<file path="config.mk">
export PLATFORM = sky130hd
export DESIGN_NAME = alu_req_scheduler
export DESIGN_NICKNAME = d
export VERILOG_FILES = /design/src/rtl/alu_req_scheduler.sv
export SDC_FILE = /design/constraint.sdc
export NUM_CORES = 1
export LEC_CHECK = 0
export CAP_MARGIN = 30
export CORE_UTILIZATION = 44
export DETAILED_ROUTE_END_ITERATION = 6
export GPL_TIMING_DRIVEN = 0
export PLACE_DENSITY = 0.85
export SYNTH_ARGS = -nofsm -noshare
export SYNTH_HDL_FRONTEND = slang
export SYNTH_SLANG_ARGS = --single-unit
</file>
<file path="constraint.sdc">
create_clock -name clk -period 2.7 [get_ports clk]
set_clock_uncertainty 0.05 [all_clocks]
set_input_delay 0.27 -clock clk [delete_from_list [all_inputs] [get_ports clk]]
set_output_delay 0.27 -clock clk [all_outputs]
set_load 0.02 [all_outputs]
</file>
<file path="src/rtl/alu_req_scheduler.sv">
// alu_req_scheduler: round-robin arbiter that shares one register/ALU
// datapath between two requesters, sequencing each granted operation as
// load A, load B, execute, respond.

module alu_req_scheduler #(
  parameter int WIDTH       = 16,
  parameter int EXEC_CYCLES = 1
) (
  input  logic             clk,
  input  logic             clear_n,
  input  logic [1:0]       req,
  input  logic [2:0]       op0,
  input  logic [WIDTH-1:0] a0,
  input  logic [WIDTH-1:0] b0,
  input  logic [2:0]       op1,
  input  logic [WIDTH-1:0] a1,
  input  logic [WIDTH-1:0] b1,
  output logic [1:0]       ack,
  output logic [WIDTH-1:0] result,
  output logic             busy,
  output logic [2:0]       cs_out,
  output logic [WIDTH-1:0] dp_din,
  output logic             dp_we,
  output logic             dp_w1,
  output logic [2:0]       dp_ms,
  input  logic [WIDTH-1:0] dp_alu
);

  typedef enum logic [2:0] {
    IDLE   = 3'b000,
    LOAD_A = 3'b001,
    LOAD_B = 3'b010,
    EXEC   = 3'b011,
    RESP   = 3'b100
  } state_t;

  // Counter value on the final EXEC cycle, when the ALU output is sampled.
  localparam logic [2:0] EXEC_LAST = 3'(EXEC_CYCLES - 1);

  state_t           r_state;
  state_t           w_nextState;
  logic             r_ptr;
  logic             r_grant;
  logic [2:0]       r_op;
  logic [2:0]       r_cnt;
  logic [WIDTH-1:0] r_a;
  logic [WIDTH-1:0] r_b;
  logic [WIDTH-1:0] r_result;
  logic             w_grant;
  logic             w_execDone;

  assign w_execDone = (r_cnt == EXEC_LAST);

  // Pick the winner: a lone requester wins outright, a tie goes to the pointer.
  always_comb begin
    w_grant = r_ptr;
    case (req)
      2'b01:   w_grant = 1'b0;
      2'b10:   w_grant = 1'b1;
      default: w_grant = r_ptr;
    endcase
  end

  // State register; reset abandons any in-flight operation without an ack.
  always_ff @(posedge clk or negedge clear_n) begin
    if (!clear_n) begin
      r_state <= IDLE;
    end else begin
      r_state <= w_nextState;
    end
  end

  // Next-state decode; unused encodings fall back to IDLE.
  always_comb begin
    w_nextState = IDLE;
    case (r_state)
      IDLE:    w_nextState = (|req) ? LOAD_A : IDLE;
      LOAD_A:  w_nextState = LOAD_B;
      LOAD_B:  w_nextState = EXEC;
      EXEC:    w_nextState = w_execDone ? RESP : EXEC;
      RESP:    w_nextState = IDLE;
      default: w_nextState = IDLE;
    endcase
  end

  // Operand latch at grant, exec counter, result capture and pointer update.
  always_ff @(posedge clk or negedge clear_n) begin
    if (!clear_n) begin
      r_ptr    <= 1'b0;
      r_grant  <= 1'b0;
      r_op     <= 3'b000;
      r_a      <= '0;
      r_b      <= '0;
      r_cnt    <= 3'b000;
      r_result <= '0;
    end else begin
      case (r_state)
        IDLE: begin
          if (|req) begin
            r_grant <= w_grant;
            r_op    <= w_grant ? op1 : op0;
            r_a     <= w_grant ? a1 : a0;
            r_b     <= w_grant ? b1 : b0;
          end
        end
        LOAD_B: begin
          r_cnt <= 3'b000;
        end
        EXEC: begin
          r_cnt <= r_cnt + 3'b001;
          if (w_execDone) begin
            r_result <= dp_alu;
          end
        end
        RESP: begin
          r_ptr <= ~r_grant;
        end
        default: begin
          r_cnt <= 3'b000;
        end
      endcase
    end
  end

  // Datapath controls and ack decoded purely from state and latched registers.
  always_comb begin
    ack    = 2'b00;
    dp_we  = 1'b0;
    dp_w1  = 1'b0;
    dp_ms  = 3'b000;
    dp_din = '0;
    case (r_state)
      LOAD_A: begin
        dp_we  = 1'b1;
        dp_din = r_a;
      end
      LOAD_B: begin
        dp_we  = 1'b1;
        dp_w1  = 1'b1;
        dp_din = r_b;
      end
      EXEC: begin
        dp_ms = r_op;
      end
      RESP: begin
        ack = r_grant ? 2'b10 : 2'b01;
      end
      default: begin
        ack = 2'b00;
      end
    endcase
  end

  assign busy   = (r_state != IDLE);
  assign cs_out = r_state;
  assign result = r_result;

endmodule

</file>
* Word level (Yosys, flattened, before mapping)
Cells that the tools add are included.
** Word-level totals
- Register bits :: 59
- Bits of input ports :: 90
- Output and inout port bits :: 43
- Logic and storage cells :: 38
** Cells by class
- Add/sub/neg operators :: 1
- Eq/ne operators :: 6
- Mux-type cells :: 14
- Bitwise gates (word level) :: 1
- Reduce and logical (&&, ||, !) cells :: 8
** Operators by type and width (number)
- 16-bit two-way mux :: 2
- 16-bit case mux with 2 select lines :: 1
- 3-bit case mux with 4 select lines :: 1
- 3-bit two-way mux :: 3
- 3-bit by 2-bit equality test with 1-bit output, second input constant :: 2
- 3-bit logical NOT :: 2
- 3-bit case mux with 2 select lines :: 1
- 2-bit OR reduction :: 3
- 2-bit two-way mux :: 2
- 2-bit AND reduction :: 2
- 3-bit by 1-bit adder with 3-bit output, second input constant :: 1
- 3-bit by 1-bit equality test with 1-bit output, second input constant :: 1
- 3-bit equality test, second input constant :: 1
- 1-bit two-way mux :: 3
- 3-bit nonzero test :: 1
- 2-bit by 1-bit equality test with 1-bit output, second input constant :: 1
- 2-bit equality test, second input constant :: 1
- 1-bit case mux with 2 select lines :: 1
- 1-bit inverter :: 1

* Depth between registers and ports, before layout
Gate-level depths: netlist (run 1).
- Depth in word-level cells :: 3
- Gate-level depth with buffers :: 7
- Gate-level depth less buffers :: 5

* Least setup slack after synthesis (run 1)
OpenSTA, ideal clock, no wires.
- Kind :: flip-flop to output port
- Start :: register r_state[2] (netlist: cs_out[2])
- End :: output dp_din[11]
- Arrival time :: 1628 ps
- Path slack :: 752 ps
- Stages on the path, launching flop included :: 5
- Buffers on the path :: 2
- Cells stage by stage :: dfrtp_1 -> buf_2 -> nor3b_2 -> buf_2 -> a22o_1
** Between the ends
- Cells in the longest elaborated chain, start to end :: 2
- Elaborated cells between the ends (all ways) :: 3
** RTL lines
- start, declared :: line 40 : state_t r_state;
- start signal, assigned :: line 69 : r_state <= w_nextState;
- 3-bit by 2-bit equality test with 1-bit output or 3-bit by 1-bit equality test with 1-bit output (tied branches) :: line 132 : case (r_state)
- 16-bit case mux with 2 select lines * :: line 132
- end, declared :: line 22 : output logic [WIDTH-1:0] dp_din,
Mark *: on every way between the ends. The rest lies on a longest branch, timed or not.

* Final worst setup path (run 1)
- Start :: register r_state[2] (netlist: cs_out[2])
- End :: output dp_din[12]
The elaborated chain is that of the path after synthesis.

==> reports/qor.txt, run 1 <==
Status = completed
Port Buffer Count = 132
Setup Crit Path Kind = register to output port
Crit path time final = 2.60 ns
FFs w/ async S/R, synth = 1.00
Number of synthesized flops with an enable pin = 0
Setup_tns = 0 ns
Syn. warnings = 0
Slew Viols, Final = 0
CP endpoint kind = output port
CTS tree = yes
Fraction of layout cells with a size suffix above 1 = 0.149
Avg Inst Size Synth = 11.3 sq um
Clock slew at reported path FFs = 0.07 ns
Top-level I/O count = 133
Pwr dens = 1190 nW/um^2
Count leader, synth = dfrtp_1
Clock sink count = 59
Final Hold Vio Count = 0
DR pass1 iterations = 4
Post-DRT Antenna Nets = 0
Post-DP HPWL = 5870 um
Grt ovf = 0
CTS Buf Count = 9
DR DRC count = 0
Gr usage total = 0.257
Final wirelength = 8010 um
Area Growth Syn to Fin = 59.2%
Starting Density = 0.468
FMAX = 385 MHz
Clock Latency Late Sink = 0.34 ns
CP Data Arrival Time = 2.28 ns
GPL Wtd Cong = 0.773
DRT iter0 DRCs = 111
Synthesized area = 2840 sq um
Worst slew pin tran = 0.535 ns
Total Power = 5.39 mW
CTS H-Tree Depth = 3
Maximum clock insertion buffer count = 2
Core Region = 6060 sq um
Tightest Hold Check Type = input pin to asynchronous set/reset pin
Commonest cells post-synth = dfrtp_1, nor2_1, a21oi_1, mux2i_1, a22o_1
Number of synthesized register bits = 59
Max_slew headroom = 0.644
Maximum vdd drop = 0.000761 V
Seq/Total Area, Yosys = 0.520
Global-route wire length before repair = 12,600 um
Synth Flop Type = dfrtp_1
Largest net degree at the start of global routing = 38
WL per Instance = 16.8 um
Post-Syn Nets = 345
Vias = 2,547
Die Ht = 82.3 um
Crit path max fanout = 10
Vias per cell = 5.33
Final period utilization = 0.963
RSZ-0062 raised after global routing = no
Row cnt = 28
Ranking of synthesized cells by area = dfrtp_1, mux2i_1, mux2_2
Die area = 6770 sq um
Vias in the first global route = 2,663
Clock root cell = clkbuf_8
Library cells used by synthesis = 25
Cells after synthesis = 251
Final nets = 492
Area leader, netlist = dfrtp_1
Die width = 82.3 um
CP required = 2.38 ns
Ant diodes = 0
Lkg Pwr = 2.05 nW
Area fraction of the dominant cell type after synthesis = 0.520
Final Setup Violations = 0
Worst Setup Start Kind = register
Max-cap violations = 0
Initial antenna violation count = 0
==> cells in the final DEF (no fill, tap or decap), types with 2 or more instances in the layout <==
cell type          n
nor2_1            42
buf_2             15
a21oi_1           37
a22o_1            18
ha_1               4
inv_1              4
and2_1             3
dfrtp_1           59
mux2_2            17
clkinv_2           2
clkdlybuf4s50_1  131
clkbuf_8          12
buf_4              4
mux2i_1           36
nor3b_4            2
==> per-stage QoR <==
step / area [sq um] / util / worst slack (ns) / hold slack, ns / std cells
2_1_floorplan: 2840 / - / 0.752 / -0.0756 / 251
3_3_place_gp: 4250 / 0.702 / -0.443 / 0.431 / 458
3_5_place_dp: 4270 / 0.704 / 0.125 / 0.227 / 459
4_1_cts: 4520 / 0.745 / 0.0948 / 0.396 / 478
5_1_grt: 4520 / 0.745 / 0.00142 / 0.434 / 478
6_report: 4520 / 0.745 / 0.0995 / 0.396 / 478
==> report_power, final <==
part           internal (mW)  total, mW  switching, mW
clock                  0.498      0.847          0.348
sequential              1.32       1.55          0.233
combinational           1.47       2.99           1.52
==> cell families (layout without fill, tap and decap cells) <==
kind of cell	count (synthesis)	in the layout	synth area share
flip-flops	59	59	0.520
AND/OR/NAND/NOR	57	57	0.102
AO/OA/AOI/OAI	56	56	0.123
multiplexers	53	53	0.194
buffers and inverters	21	173	0.0392
adder cells (fa/ha/maj)	4	4	0.0176
XOR/XNOR	1	1	0.00309
==> worst paths after layout <==
kind	start	to	slack (ns)	depth (start not counted)
max in group asynchronous	clear_n	r_cnt[1]$_DFFE_PN0N_	1.63	3
worst min register to register	r_ptr$_DFFE_PN0N_	r_ptr$_DFFE_PN0N_	0.45	1
worst max-delay path	cs_out[2]$_DFF_PN0_	dp_din[12]	0.1	5
min in group clk	r_ptr$_DFFE_PN0N_	r_ptr$_DFFE_PN0N_	0.45	1
worst min-delay path	clear_n	result[14]$_DFFE_PN0P_	0.40	2
worst max register to register	r_cnt[0]$_DFFE_PN0N_	result[9]$_DFFE_PN0P_	0.86	6
==> critical path, cell delays in order, from the launching register on <==
cell and delay [ns]:
dfrtp_1 0.37, buf_2 0.21, nor3b_4 0.27, buf_2 0.28
a22o_1 0.18, clkdlybuf4s50_1 0.61
==> cell type report <==
class                      count  area (sq um)
clock inverter                 4          47.5
clock buffer                  12           165
sequential                    59          1480
timing repair buffer         136          1360
tap                           75          93.8
inverter                       4          15.0
fill                         465          1540
multi-input combinational    171          1260
buffer                        17          96.3
==> per-layer routing <==
metal	global-route usage	up-vias	share of wire
met2	0.437	109	0.52
met4	0.0789	0	0.0086
met3	0.0791	8	0.078
li1	-	1178	-
met5	0	-	0
met1	0.312	1252	0.39
==> timing repair <==
action	in CTS	in global routing
hold buffers	1	0
gates resized for setup	2	0
setup endpoints to repair	11	0
setup buffers	2	0
endpoints found under the hold margin	22	0
==> state kept, by name, indices dropped and copies added, names as in the netlist <==
register,flops
r_ptr,1
r_a,16
r_cnt,3
r_op,3
cs_out,3
r_grant,1
result,16
r_b,16
Power figures use the tool's default switching activity.
==> run 2: changes to the inputs <==
- HOLD_SLACK_MARGIN: default -> 0.12
- REMOVE_ABC_BUFFERS: default -> 1
==> run 2 against run 1 <==
Critical path depth down 1. Utilization down 0.31 points. Via count down 4.3%. Routed wire length down 9.0%. Global-route usage down 2.2 points. Sequential share of layout area up 0.19 points. Sequential cell count unchanged. Cell count down 2.3%.
==> reports/qor.txt, run 2 (synthesized netlist as in run 1, its figures left out) <==
Starting Density = 0.468 (unchanged)
Global-route wire length before repair = 11,500 um (-8.7%)
Gr usage total = 0.235 (-0.0221)
Worst Setup Start Kind = register
CP endpoint kind = output port
Maximum vdd drop = 0.000708 V (-7.0%)
Clock Latency Late Sink = 0.33 ns (about the same)
Final Hold Slack = 0.445 ns (+0.0493 ns)
WL per Instance = 15.6 um (-6.8%)
Initial antenna violation count = 0 (unchanged)
GPL Wtd Cong = 0.750 (-3.0%)
Grt ovf = 0 (unchanged)
Max-cap violations = 0 (unchanged)
Post-DRT Antenna Nets = 0 (unchanged)
DRT iter0 DRCs = 76 (-32%)
Final core occ = 0.742 (-0.00310)
Final nets = 481 (-2.2%)
Pwr dens = 1170 nW/um^2 (-1.7%)
FMAX = 390 MHz (+1.3%)
Clock root cell = clkbuf_8
Commonest non-fill, non-tap cell in the layout = clkdlybuf4s50_1
CP required = 2.38 ns (about the same)
Lkg Pwr = 2.00 nW (-2.5%)
RSZ-0062 raised after global routing = no
CTS Buf Count = 9 (unchanged)
Clock slew at reported path FFs = 0.07 ns (about the same)
Ant diodes = 0 (unchanged)
Die area = 6770 sq um (unchanged)
Clock sink count = 59 (unchanged)
DR pass1 iterations = 4 (unchanged)
Core Region = 6060 sq um (unchanged)
Vias in the first global route = 2,531 (-5.0%)
Reg2Reg Depth = 3 (-3)
Reg-to-reg slack, setup = 0.61 ns (-0.25 ns)
Final Hold Vio Count = 0 (unchanged)
Slew Viols, Final = 0 (unchanged)
Status = completed
Crit Reg-Reg Startpoint = cs_out[1]$_DFF_PN0_
Top-level I/O count = 133 (unchanged)
Largest net degree at the start of global routing = 37 (-2.6%)
Tightest Hold Check Type = input pin to asynchronous set/reset pin
Port Buffer Count = 132 (unchanged)
Die Ht = 82.3 um (unchanged)
Most frequent cells in the layout = clkdlybuf4s50_1, dfrtp_1, nor2_1, a21oi_1, mux2i_1
Final period utilization = 0.950 (-0.0128)
CP Data Arrival Time = 2.25 ns (-0.03 ns)
Crit path max fanout = 9 (-1)
Vias = 2,437 (-4.3%)
Die width = 82.3 um (unchanged)
Setup Crit Path Kind = register to output port
CTS tree = yes
DR DRC count = 0 (unchanged)
Vias per cell = 5.22 (-2.1%)
CTS H-Tree Depth = 3 (unchanged)
Row cnt = 28 (unchanged)
Max_slew headroom = 0.360 (-0.283)
Post-DP HPWL = 5540 um (-5.6%)
Maximum clock insertion buffer count = 2 (unchanged)
Area Growth Syn to Fin = 58.6%
Fraction of layout cells with a size suffix above 1 = 0.122 (-0.0264)
Final wirelength = 7290 um (-9.0%)
Worst slew pin tran = 0.940 ns (+0.405 ns)
Final Setup Violations = 0 (unchanged)
Crit path time final = 2.57 ns (-0.0346 ns)
FF-to-FF End = result[4]$_DFFE_PN0P_
[run 2: cell count changes in the layout (fill, tap and decap cells not counted), sizes merged]
cell and delta:
clkinv -1, clkinvlp -1, buf -11, clkbuf +2
[run 2: metal layers]
| metal | track usage | wire (um) |
|---|---|---|
| met5 | 0 | 0 |
| met4 | 0.128 | 207 |
| met3 | 0.0538 | 458 |
| met2 | 0.431 | 3860 |
| met1 | 0.248 | 2770 |
[run 2: worst max-delay path by stage]
stage | from | to | slack (ns) | cells after the start
3_5_place_dp | req[1] | r_op[0]$_DFFE_PN0P_ | -0.02 | 7
2_1_floorplan | req[0] | r_a[0]$_DFFE_PN0P_ | -1.25 | 5
3_3_place_gp | req[1] | r_b[6]$_DFFE_PN0P_ | -2.63 | 6
4_1_cts | cs_out[2]$_DFF_PN0_ | dp_din[2] | 0.01 | 4
5_1_grt | cs_out[1]$_DFF_PN0_ | dp_ms[1] | 0.01 | 4
6_report | cs_out[1]$_DFF_PN0_ | dp_ms[1] | 0.13 | 4
[run 2: report_power, final]
part / switching (mW) / total (mW) / internal [mW]
logic: 1.41 / 2.89 / 1.48
registers: 0.300 / 1.62 / 1.32
clock network: 0.312 / 0.763 / 0.452
[run 2: repair_timing]
| action | in CTS | in global routing |
|---|---|---|
| endpoints found under the hold margin | 23 | 0 |
| pin swaps | 1 | 0 |
| gates resized for setup | 2 | 2 |
| endpoints found under the setup margin | 12 | 16 |
| buffers inserted | 1 | 1 |
| hold buffers | 1 | 0 |
[run 2: through the flow]
step | area, sq um | TNS [ns] | total power [mW] | instances | setup slack (ns)
2_1_floorplan | 2740 | -44.65 | 3.20 | 234 | -1.25
3_3_place_gp | 4160 | -123.89 | 4.30 | 441 | -2.63
3_5_place_dp | 4270 | -0.0985 | 4.48 | 448 | -0.0225
4_1_cts | 4490 | 0 | 5.30 | 466 | 0.0143
5_1_grt | 4500 | 0 | 5.62 | 467 | 0.0106
6_report | 4500 | 0 | 5.28 | 467 | 0.134
[run 2: final cells by class]
class	count	area, sq um
clock buffers	14	153
clock inverters	2	35.0
fillers	430	1560
inverters	4	15.0
multi-input cells	171	1270
flip-flops and latches	59	1480
well taps	75	93.8
repair buffers	142	1450
[run 2: worst max-delay path, stage by stage (launching register included)]
cell	delay, ns
dfrtp_1	0.59
nand2_1	0.22
nor2_1	0.31
and2_1	0.19
clkdlybuf4s50_1	0.62
==> run 3: changes to the inputs <==
- ABC_AREA: default -> 1
- CORE_UTILIZATION: 44 -> 45
- PLACE_DENSITY: 0.85 -> 0.83
- TNS_END_PERCENT: default -> 20
==> run 3 against run 2 <==
Die area is 15% higher. Non-clock buffer count fell by 2. Routed wire length up 24%. Largest power group unchanged. Sequential cell count stayed put. Critical path type unchanged. Worst setup slack improved by 0.062 ns. Via count is 41% higher. Highest routed layer unchanged. Design area grew 12%. Sequential share of layout area fell by 3.6 points.
==> reports/qor.txt, run 3 <==
Maximum vdd drop = 0.000409 V (-42%)
Number of synthesized flops with an enable pin = 0 (unchanged)
Syn. warnings = 0 (unchanged)
Max-cap violations = 0 (unchanged)
Max_slew headroom = 0.498 (+0.138)
Gr usage total = 0.246 (+0.0103)
Post-DP HPWL = 6440 um (+16%)
Die width = 88.2 um (+7.2%)
Vias = 3,432 (+41%)
Slew Viols, Final = 0 (unchanged)
DRT iter0 DRCs = 102 (+34%)
Crit path time final = 2.50 ns (-0.0618 ns)
Seq/Total Area, Yosys = 0.441 (-0.0790)
Commonest cells post-synth = nand2_1, nand3_1, inv_1, dfrtp_1, buf_2
CP required = 2.38 ns (about the same)
Post-synthesis compound-gate area fraction = 0.0333 (-0.0902)
Post-Synth Simple-Gate Area = 0.353 (+0.252)
Most frequent cells in the layout = nand2_1, clkdlybuf4s50_1, nand3_1, inv_1, dfrtp_1
CP top delay family = buffers and inverters
Initial antenna violation count = 0 (unchanged)
CTS tree = yes
Core Region = 7210 sq um (+19%)
Vias in the first global route = 3,301 (+30%)
Final Setup Violations = 0 (unchanged)
Area leader, netlist = dfrtp_1
Max incr delay on CP = 0.65 ns (+0.03 ns)
Synthesized area = 3350 sq um (+18%)
Port Buffer Count = 132 (unchanged)
Post-synthesis adder-cell area fraction = 0.0150 (-0.00268)
Die Ht = 88.2 um (+7.2%)
Tightest Hold Check Type = input pin to register
CP most frequent cell = nand2_1
Final Hold Vio Count = 0 (unchanged)
Area fraction of the dominant cell type after synthesis = 0.441 (-0.0790)
Clock root cell = clkbuf_8
Area Growth Syn to Fin = 50.9%
Worst Setup Start Kind = register
Crit path max fanout = 17 (+8)
Ant diodes = 0 (unchanged)
Critical path buffers and inverters = 3 (+2)
Cell Area, Placed = 4770 sq um (+12%)
CTS H-Tree Depth = 3 (unchanged)
Row cnt = 31 (+11%)
Fraction of layout cells with a size suffix above 1 = 0.0521 (-0.0703)
Library cells used by synthesis = 21 (-16%)
Critical Path Slowest Stage Cell = clkdlybuf4s50_1
Top-level I/O count = 133 (unchanged)
Synth Flop Type = dfrtp_1
Number of synthesized register bits = 59 (unchanged)
Critical-path cell list = inv_1 -> nor2_1 -> nand2_1 -> clkinv_2 -> nand2_1 -> o21ai_1 -> clkdlybuf4s50_1
Vias per cell = 4.81 (-7.8%)
Grt ovf = 0 (unchanged)
Post-DRT Antenna Nets = 0 (unchanged)
Clock slew at reported path FFs = 0.07 ns (about the same)
Final period utilization = 0.927 (-0.0229)
FFs w/ async S/R, synth = 1.00 (unchanged)
GPL Wtd Cong = 0.784 (+4.5%)
Pwr dens = 1070 nW/um^2 (-8.5%)
Final Hold Slack = 0.420 ns (-0.0249 ns)
Final nets = 703 (+46%)
DR DRC count = 0 (unchanged)
DR pass1 iterations = 5 (+1)
CP endpoint kind = output port
Global-route wire length before repair = 14,600 um (+27%)
FMAX = 399 MHz (+2.5%)
CTS Buf Count = 9 (unchanged)
Clock Latency Late Sink = 0.33 ns (about the same)
Worst slew pin tran = 0.751 ns (-0.188 ns)
WL per Instance = 12.6 um (-19%)
Ranking of synthesized cells by area = dfrtp_1, nand2_1, nand3_1
Mux share of post-synthesis cell area = 0 (-0.194)
Cells after synthesis = 481 (+92%)
Lkg Pwr = 2.68 nW (+34%)
Maximum clock insertion buffer count = 2 (unchanged)
Avg Inst Size Synth = 6.96 sq um (-38%)
Count leader, synth = nand2_1
Setup Crit Path Kind = register to output port
Final wirelength = 9020 um (+24%)
Status = completed
Commonest non-fill, non-tap cell in the layout = nand2_1
Largest net degree at the start of global routing = 36 (-2.7%)
CP Data Arrival Time = 2.18 ns (-0.07 ns)
Die area = 7780 sq um (+15%)
Clock sink count = 59 (unchanged)
Main combinational cell family by area after synthesis = simple AND/OR/NAND/NOR gates
Cell area after layout = 5050 sq um (+12%)
Post-synthesis xor/xnor area fraction = 0.00262 (-0.000469)
Final core occ = 0.700 (-0.0424)
Starting Density = 0.464 (-0.00446)
RSZ-0062 raised after global routing = no
## run 3: changes by cell type after synthesis, sizes merged, moves of 18 or more
cell,delta
nor2,-32
inv,+100
o21ai,+20
nand2,+149
mux2i,-36
a21oi,-36
a22o,-18
nand3,+107
## run 3: path summary, 6_finish.rpt
path | cells past startpoint | slack, ns | to | from
setup reg to reg | 6 | 0.87 | r_grant$_DFFE_PN0P_ | cs_out[2]$_DFF_PN0_
hold / removal | 3 | 0.42 | result[13]$_DFFE_PN0P_ | dp_alu[13]
hold reg to reg | 2 | 0.43 | r_a[4]$_DFFE_PN0P_ | r_a[4]$_DFFE_PN0P_
max in group asynchronous | 3 | 1.56 | r_a[5]$_DFFE_PN0P_ | clear_n
setup / recovery | 7 | 0.20 | dp_din[5] | cs_out[1]$_DFF_PN0_
min in group asynchronous | 2 | 0.46 | result[1]$_DFFE_PN0P_ | clear_n
## run 3: what timing repair did
action	in CTS	in global routing
endpoints found under the setup margin	17	4
resized for setup	1	2
hold endpoints to repair	29	0
setup buffers	0	0
hold buffers	1	0
## run 3: layout make-up
| cell class | instances | area [sq um] |
|---|---|---|
| inverters | 104 | 392 |
| clock buffers | 12 | 165 |
| fillers | 589 | 2160 |
| well taps | 99 | 124 |
| repair buffers | 140 | 1430 |
| flip-flops and latches | 59 | 1480 |
| multi-input cells | 295 | 1370 |
| clock inverters | 4 | 95.1 |
## run 3: worst register-to-register path, stage by stage, from the launching register on
cell	delay, ns
dfrtp_1	0.46
inv_1	0.18
nand3b_1	0.42
buf_8	0.32
buf_6	0.15
nand2_1	0.06
o21ai_0	0.07
## run 3: cells by family after synthesis
family	after synthesis
DFF	59
adders and majority gates	4
buffers and inverters	127
AOI/OAI and AO/OA	22
xor gates and xnor gates	1
and+or+nand+nor	268
## run 3: per-layer routing
metal  vias to the layer above  global-route usage  part of all wire
met5                         -                   0                 0
met4                         0               0.103             0.019
met3                        15              0.0578             0.070
met2                       122               0.449              0.51
met1                      1582               0.273              0.40
li1                       1713                   -                 -
## run 3: power by group
| part | total, mW | switching, mW | leakage, nW | internal, mW |
|---|---|---|---|---|
| Combinational | 2.81 | 1.65 | 1.82 | 1.16 |
| Clock | 1.04 | 0.348 | 0.133 | 0.687 |
| Sequential | 1.57 | 0.250 | 0.726 | 1.32 |
| Total | 5.42 | 2.25 | 2.68 | 3.17 |
## run 3: per-stage QoR
| stage | setup WS (ns) | instances | power, mW | setup TNS, ns |
|---|---|---|---|---|
| after global routing | 0.0237 | 713 | 5.82 | 0 |
| after global placement | -0.448 | 689 | 4.19 | -26.35 |
| after floorplan | 0.851 | 458 | 3.09 | 0 |
| after detailed placement | 0.113 | 696 | 4.36 | 0 |
| final | 0.196 | 713 | 5.42 | 0 |
| after CTS | 0.0623 | 713 | 5.43 | 0 |
